==> src/rtl/avalon_st_if.sv <==
// Avalon-ST beat bundle shared by the classifier sink and source ports.
// Byte 0 of a beat sits in data[DWIDTH-1 -: 8]; empty counts unused bytes on eop.
interface avalon_st_if #(
    parameter int DWIDTH        = 64,
    parameter int CHANNEL_WIDTH = 1
);
    localparam int EMPTY_WIDTH = $clog2(DWIDTH / 8);

    logic [DWIDTH-1:0]        data;
    logic [EMPTY_WIDTH-1:0]   empty;
    logic                     valid;
    logic                     ready;
    logic                     sop;
    logic                     eop;
    logic [CHANNEL_WIDTH-1:0] channel;

    modport sink (
        input  data, empty, valid, sop, eop, channel,
        output ready
    );

    modport src (
        output data, empty, valid, sop, eop, channel,
        input  ready
    );
endinterface

==> src/rtl/packet_classifier.sv <==
// Ethernet DA/EtherType classifier: forwards beats with one register stage and marks pass/drop on channel.
// Optional pass/drop counters are built when PACKET_CLASSIFIER_STATS_EN is defined.
module packet_classifier #(
    parameter int AST_DWIDTH    = 64,
    parameter int CHANNEL_WIDTH = 1
) (
    input  logic        clk_i,
    input  logic        arstn_i,
    avalon_st_if.sink   sink_if,
    avalon_st_if.src    src_if,
    input  logic [47:0] dst_mac_i,
    input  logic        bcast_en_i,
    input  logic [15:0] ethertype_i,
    input  logic        ethertype_chk_i
`ifdef PACKET_CLASSIFIER_STATS_EN
    ,
    output logic [15:0] pass_cnt_o,
    output logic [15:0] drop_cnt_o
`endif
);

    // state   | meaning
    // IDLE_S  | waiting for sop; non-sop beats are swallowed
    // HDR_S   | word0 seen, DA compare registered, awaiting word1
    // BODY_S  | verdict fixed, forwarding the remaining body
    typedef enum logic [1:0] {
        IDLE_S = 2'd0,
        HDR_S  = 2'd1,
        BODY_S = 2'd2
    } state_t;

    state_t r_state;
    state_t w_state_nxt;

    logic [AST_DWIDTH-1:0]    r_data;
    logic [2:0]               r_empty;
    logic                     r_valid;
    logic                     r_sop;
    logic                     r_eop;
    logic [CHANNEL_WIDTH-1:0] r_channel;

    logic        r_da_hit;
    logic        r_verdict;
    logic [15:0] r_ethertype;
    logic        r_eth_chk;

    logic        w_xfer;
    logic        w_fwd;
    logic        w_ch_bit;
    logic        w_load_verdict;
    logic [47:0] w_da;
    logic        w_da_hit;
    logic        w_verdict_calc;
    logic        w_unused_chan;

    assign w_unused_chan = ^sink_if.channel;

    assign sink_if.ready = ~r_valid | src_if.ready;
    assign w_xfer        = sink_if.valid & sink_if.ready;

    assign w_da           = sink_if.data[AST_DWIDTH-1 -: 48];
    assign w_da_hit       = (w_da == dst_mac_i) | (bcast_en_i & (&w_da));
    assign w_verdict_calc = r_da_hit & (~r_eth_chk | (sink_if.data[31:16] == r_ethertype));

    always_ff @(posedge clk_i or negedge arstn_i) begin
        if (!arstn_i) begin
            r_state <= IDLE_S;
        end else begin
            r_state <= w_state_nxt;
        end
    end

    always_comb begin
        w_state_nxt    = r_state;
        w_fwd          = 1'b0;
        w_ch_bit       = 1'b0;
        w_load_verdict = 1'b0;
        if (w_xfer) begin
            if (sink_if.sop) begin
                // Any sop restarts classification; a single-beat packet is a runt.
                w_fwd       = 1'b1;
                w_state_nxt = sink_if.eop ? IDLE_S : HDR_S;
            end else begin
                case (r_state)
                    HDR_S: begin
                        w_fwd = 1'b1;
                        if (sink_if.eop) begin
                            w_state_nxt = IDLE_S;
                        end else begin
                            w_ch_bit       = w_verdict_calc;
                            w_load_verdict = 1'b1;
                            w_state_nxt    = BODY_S;
                        end
                    end
                    BODY_S: begin
                        w_fwd    = 1'b1;
                        w_ch_bit = r_verdict;
                        if (sink_if.eop) begin
                            w_state_nxt = IDLE_S;
                        end
                    end
                    default: begin
                        w_state_nxt = IDLE_S;
                    end
                endcase
            end
        end
    end

    always_ff @(posedge clk_i or negedge arstn_i) begin
        if (!arstn_i) begin
            r_da_hit    <= 1'b0;
            r_verdict   <= 1'b0;
            r_ethertype <= 16'd0;
            r_eth_chk   <= 1'b0;
        end else if (w_xfer) begin
            if (sink_if.sop) begin
                r_da_hit    <= w_da_hit;
                r_verdict   <= 1'b0;
                r_ethertype <= ethertype_i;
                r_eth_chk   <= ethertype_chk_i;
            end else if (w_load_verdict) begin
                r_verdict <= w_verdict_calc;
            end
        end
    end

    always_ff @(posedge clk_i or negedge arstn_i) begin
        if (!arstn_i) begin
            r_valid   <= 1'b0;
            r_data    <= '0;
            r_empty   <= '0;
            r_sop     <= 1'b0;
            r_eop     <= 1'b0;
            r_channel <= '0;
        end else if (w_xfer && w_fwd) begin
            r_valid   <= 1'b1;
            r_data    <= sink_if.data;
            r_empty   <= sink_if.empty;
            r_sop     <= sink_if.sop;
            r_eop     <= sink_if.eop;
            r_channel <= CHANNEL_WIDTH'(w_ch_bit);
        end else if (src_if.ready) begin
            r_valid <= 1'b0;
        end
    end

    assign src_if.valid   = r_valid;
    assign src_if.data    = r_data;
    assign src_if.empty   = r_empty;
    assign src_if.sop     = r_sop;
    assign src_if.eop     = r_eop;
    assign src_if.channel = r_channel;

`ifdef PACKET_CLASSIFIER_STATS_EN
    logic [15:0] r_pass_cnt;
    logic [15:0] r_drop_cnt;

    always_ff @(posedge clk_i or negedge arstn_i) begin
        if (!arstn_i) begin
            r_pass_cnt <= 16'd0;
            r_drop_cnt <= 16'd0;
        end else if (w_xfer && w_fwd && sink_if.eop) begin
            if (w_ch_bit) begin
                if (r_pass_cnt != 16'hFFFF) r_pass_cnt <= r_pass_cnt + 16'd1;
            end else begin
                if (r_drop_cnt != 16'hFFFF) r_drop_cnt <= r_drop_cnt + 16'd1;
            end
        end
    end

    assign pass_cnt_o = r_pass_cnt;
    assign drop_cnt_o = r_drop_cnt;
`endif

endmodule

==> src/flat_wrapper.sv <==
// flat-port wrapper written by rule: the top's interface ports become plain ports
module packet_classifier_flat 
#(
    parameter int AST_DWIDTH    = 64,
    parameter int CHANNEL_WIDTH = 1
)
  (clk_i, arstn_i, dst_mac_i, bcast_en_i, ethertype_i, ethertype_chk_i, sink_if_data, sink_if_empty, sink_if_valid, sink_if_sop, sink_if_eop, sink_if_channel, sink_if_ready, src_if_data, src_if_empty, src_if_valid, src_if_sop, src_if_eop, src_if_channel, src_if_ready);
  avalon_st_if #(.DWIDTH(64), .CHANNEL_WIDTH(CHANNEL_WIDTH)) sink_if_i ();
  avalon_st_if #(.DWIDTH(64), .CHANNEL_WIDTH(CHANNEL_WIDTH)) src_if_i ();
  input  logic clk_i;
  input  logic arstn_i;
  input  logic [47:0] dst_mac_i;
  input  logic bcast_en_i;
  input  logic [15:0] ethertype_i;
  input  logic ethertype_chk_i;
  input wire logic [$bits(sink_if_i.data)-1:0] sink_if_data;
  input wire logic [$bits(sink_if_i.empty)-1:0] sink_if_empty;
  input wire logic [$bits(sink_if_i.valid)-1:0] sink_if_valid;
  input wire logic [$bits(sink_if_i.sop)-1:0] sink_if_sop;
  input wire logic [$bits(sink_if_i.eop)-1:0] sink_if_eop;
  input wire logic [$bits(sink_if_i.channel)-1:0] sink_if_channel;
  output wire logic [$bits(sink_if_i.ready)-1:0] sink_if_ready;
  output wire logic [$bits(src_if_i.data)-1:0] src_if_data;
  output wire logic [$bits(src_if_i.empty)-1:0] src_if_empty;
  output wire logic [$bits(src_if_i.valid)-1:0] src_if_valid;
  output wire logic [$bits(src_if_i.sop)-1:0] src_if_sop;
  output wire logic [$bits(src_if_i.eop)-1:0] src_if_eop;
  output wire logic [$bits(src_if_i.channel)-1:0] src_if_channel;
  input wire logic [$bits(src_if_i.ready)-1:0] src_if_ready;
  assign sink_if_i.data = sink_if_data;
  assign sink_if_i.empty = sink_if_empty;
  assign sink_if_i.valid = sink_if_valid;
  assign sink_if_i.sop = sink_if_sop;
  assign sink_if_i.eop = sink_if_eop;
  assign sink_if_i.channel = sink_if_channel;
  assign sink_if_ready = sink_if_i.ready;
  assign src_if_data = src_if_i.data;
  assign src_if_empty = src_if_i.empty;
  assign src_if_valid = src_if_i.valid;
  assign src_if_sop = src_if_i.sop;
  assign src_if_eop = src_if_i.eop;
  assign src_if_channel = src_if_i.channel;
  assign src_if_i.ready = src_if_ready;
  packet_classifier #(.AST_DWIDTH(AST_DWIDTH), .CHANNEL_WIDTH(CHANNEL_WIDTH)) u_core (.clk_i(clk_i), .arstn_i(arstn_i), .sink_if(sink_if_i), .src_if(src_if_i), .dst_mac_i(dst_mac_i), .bcast_en_i(bcast_en_i), .ethertype_i(ethertype_i), .ethertype_chk_i(ethertype_chk_i));
endmodule
==> config.mk <==
export PLATFORM = sky130hd
export DESIGN_NAME = packet_classifier_flat
export DESIGN_NICKNAME = d
export VERILOG_FILES = /design/src/rtl/avalon_st_if.sv /design/src/rtl/packet_classifier.sv /design/src/flat_wrapper.sv
export SDC_FILE = /design/constraint.sdc
export NUM_CORES = 1
export LEC_CHECK = 0
export CORE_MARGIN = 2
export CORE_UTILIZATION = 45
export CTS_BUF_LIST = sky130_fd_sc_hd__clkbuf_8
export CTS_CLUSTER_DIAMETER = 200
export CTS_CLUSTER_SIZE = 12
export DETAILED_ROUTE_END_ITERATION = 7
export GPL_TIMING_DRIVEN = 1
export PLACE_DENSITY = 0.92
export SLEW_MARGIN = 25
export SYNTH_ARGS = -nofsm -noshare
export SYNTH_HDL_FRONTEND = slang
export SYNTH_SLANG_ARGS = --single-unit
==> constraint.sdc <==
create_clock -name clk_i -period 5 [get_ports clk_i]
set_input_delay 1 -clock clk_i [delete_from_list [all_inputs] [get_ports clk_i]]
set_output_delay 1 -clock clk_i [all_outputs]
set_load 0.02 [all_outputs]
==> impl_metrics.csv <==
group,metric,value,unit
placed_design,place_ws,1.787,ns
grt,antenna_found_initial,0,
timing,setup-violations-final,0,
timing,max_clock_freq,311.1,MHz
grt,grt_pass1_wl,20450,um
layout,area_growth,55.18,%
setup_path,cp-end-kind,"primary output",
detailed_routing,ant_nets,0,
clock_tree,htreeDepth,3,
yosys,async_reset_ff_share,100.0,%
yosys,yosys.area_share.simple,7.513,%
yosys,synth_top_family_by_area,"multiplexers",
yosys,synthCells,321,
clock_tree,cts_buffers,9,
setup_path,path_class,"in -> out",
layout,nets,677,
floorplanning,core_area,9328,um2
placed_design,post_dp_cell_area,6546,um2
worst_hold_path,min_from,"u_core.src_if.data[27]$_DFFE_PN0P_",
setup_path,cp_max_fo,5,
placed_design,dpl.cell_count,653,
run,drv_cap,0,
grt,grt_max_degree,50,
layout,n_antenna_cell,0,
layout,seqCellArea,2302,um2
floorplanning,rows,35,
power_and_ir_drop,leakagePower,2.645,nW
timing,period_minus_slack,3.214,ns
placed_design,io_buffers,210,
timing,tightestPinTransition,1.006,ns
yosys,synthXorXnorAreaFrac,12.90,%
floorplanning,ios,212,
layout,fin_area,6745,um2
placed_design,gp_congestion,0.8560,
detailed_routing,via_per_inst,5.231,
yosys,synth_edf_count,0,
setup_path,startpoint_type,"input pin",
yosys,yosys.area_share.adder,0.5757,%
yosys,synth.avg_cell_area,13.54,um2
setup_path,cpMostUsedCell,"clkdlybuf4s50_1",
clock_tree,clkTransAtPathRegs,0.09,ns
power_and_ir_drop,vdd_drop_max,0.2575,mV
timing,worst_clock_skew,0.01232,ns
detailed_routing,routed_wl,13500,um
grt,grt_pass1_vias,3839,
yosys,muxShareOfSynthArea,22.02,%
layout,multi_input_area,1941,um2
yosys,netlist_area,4347,um2
clock_tree,cts.hold.buffers_added,0,
clock_tree,cts_resized,0,
setup_path,slowest_stage,"clkdlybuf4s50_1",
setup_path,ff2ff_setup_slack,2.50,ns
yosys,synth.top_cell.area_share,52.96,%
layout,fin_util,72.31,%
status,status,"finished, final reports clean",
yosys,syn-num-nets,463,
floorplanning,die_x,102.3,um
grt,track_usage,26.54,%
power_and_ir_drop,powerDensity,377.0,nW/um2
power_and_ir_drop,finalPower,2.543,mW
clock_tree,root_buffer,"clkbuf_8",
setup_path,r2r_start,"u_core.r_state[0]$_DFFE_PN0P_",
clock_tree,cts_tree,"built",
yosys,synth.most_common_cell,"dfrtp_1",
detailed_routing,avgRoutedWirePerCell,20.22,um
layout,finalNonFillerCells,668,
yosys,ys_seq_area_share,52.96,%
setup_path,critPathRequiredTime,4.00,ns
yosys,synth-compound-area-share,1.641,%
floorplanning,die_h,102.3,um
timing,max_slew_margin,32.65,%
timing,rsz0062_at_grt,"no",
timing,hold_viol_final,0,
yosys,synth-main-ff-cell,"dfrtp_1",
timing,fin_tns_setup,0,ns
worst_hold_path,hold_class,"reg -> reg",
detailed_routing,drtIter0Drc,81,
floorplanning,dieArea,10460,um2
layout,n_fill_cell,670,
yosys,yosys.area.top_type,"dfrtp_1",
yosys,yosys-top-cells-count,"dfrtp_1 (92), mux2_2 (80), xnor2_1 (48)",
yosys,synth.area.top_cells,"dfrtp_1 (53%), mux2_2 (21%), xnor2_1 (9.7%)",
timing,finalWorstSetupSlack,1.786,ns
clock_tree,cts_sinks,92,
clock_tree,insertion_delay,0.35,ns
clock_tree,post_cts_buffers,0,
setup_path,cpPeakStageDelay,0.61,ns
floorplanning,start_util,46.60,%
setup_path,crit_start,"src_if_ready",
setup_path,path_cells,"clkdlybuf4s50_1 -> nand2b_4 -> clkdlybuf4s50_1",
yosys,synth_cell_types,25,
detailed_routing,drc_errors,0,
timing,post-route-period-util,64.28,%
timing,drv_slew,0,
detailed_routing,dr.pass1.iters,4,
grt,grt-ovfl-total,0,
layout,drive_gt1_share,18.92,%
timing,hold_ws,0.5038,ns
yosys,ys_seq_elements,92,
placed_design,dpl.hpwl,10740,um
yosys,ys.warnings.count,0,
detailed_routing,route.vias.total,3494,
clock_tree,cts_buffer_depth,2,
setup_path,cp_data_arrival_time,2.21,ns
## worst max-delay path, delay by kind of cell
kind | cells | cell delay (ns)
AND/OR/NAND/NOR | 1 | 0.14
buffers and inverters | 2 | 1.07
## cell usage in the layout (no fill, tap or decap), drive strengths merged
cell / instances
a221o: 1
bufinv: 1
buf: 3
mux2: 85
ha: 2
clkinvlp: 3
a21oi: 4
nor2: 2
nor3: 4
nand3b: 1
o22ai: 1
nand2b: 2
nor4: 8
and2: 1
nand4: 27
o21ai: 4
dfrtp: 92
clkbuf: 10
nand2: 5
xor2: 16
nand3: 5
xnor2: 48
inv: 5
clkdlybuf4s50: 209
## power breakdown
part | internal, mW | switching [mW]
clock | 0.244 | 0.268
combinational | 0.549 | 0.453
sequential | 0.926 | 0.102
## kinds of logic after synthesis
| group | after synthesis |
|---|---|
| flip-flops | 92 |
| multiplexers | 85 |
| XOR/XNOR | 64 |
| AND/OR/NAND/NOR | 55 |
| buffers and inverters | 13 |
| AO/OA/AOI/OAI | 10 |
| adder cells (fa/ha/maj) | 2 |
## metal layers
layer  part of all wire, %  vias to the layer above  track usage (%)
met4                   2.7                        0            10.46
met3                   6.5                       28            6.224
met2                    51                      148            45.90
li1                      -                     1573                -
met1                    40                     1745            32.17
met5                     0                        -                0
## final cells by class
| class | count | area share, % |
|---|---|---|
| Clock buffer | 10 | 2.040 |
| Multi-Input combinational cell | 216 | 28.77 |
| Sequential cell | 92 | 34.13 |
| Clock inverter | 5 | 0.9089 |
| Inverter | 4 | 0.2226 |
| Tap cell | 129 | 2.393 |
| Timing Repair Buffer | 212 | 31.53 |
## sequential cells by signal (all words and copies together), names as in the netlist
signal and count:
u_core.src_if.sop 1, u_core.r_eth_chk 1, u_core.src_if.channel 1, u_core.r_verdict 1
u_core.src_if.empty 3, u_core.r_ethertype 16, u_core.src_if.data 64, u_core.src_if.valid 1
u_core.src_if.eop 1, u_core.r_da_hit 1, u_core.r_state 2
## worst paths after layout
| kind | to | cells after the start |
|---|---|---|
| setup reg to reg | u_core.src_if.data[41]$_DFFE_PN0P_ | 6 |
| min in group asynchronous | u_core.src_if.valid$_DFFE_PN0P_ | 1 |
| max in group asynchronous | u_core.r_state[0]$_DFFE_PN0P_ | 2 |
| setup / recovery | sink_if_ready | 3 |
| hold / removal | u_core.src_if.data[27]$_DFFE_PN0P_ | 1 |
| hold reg to reg | u_core.src_if.data[27]$_DFFE_PN0P_ | 1 |
(Power assumes the default switching activity.)
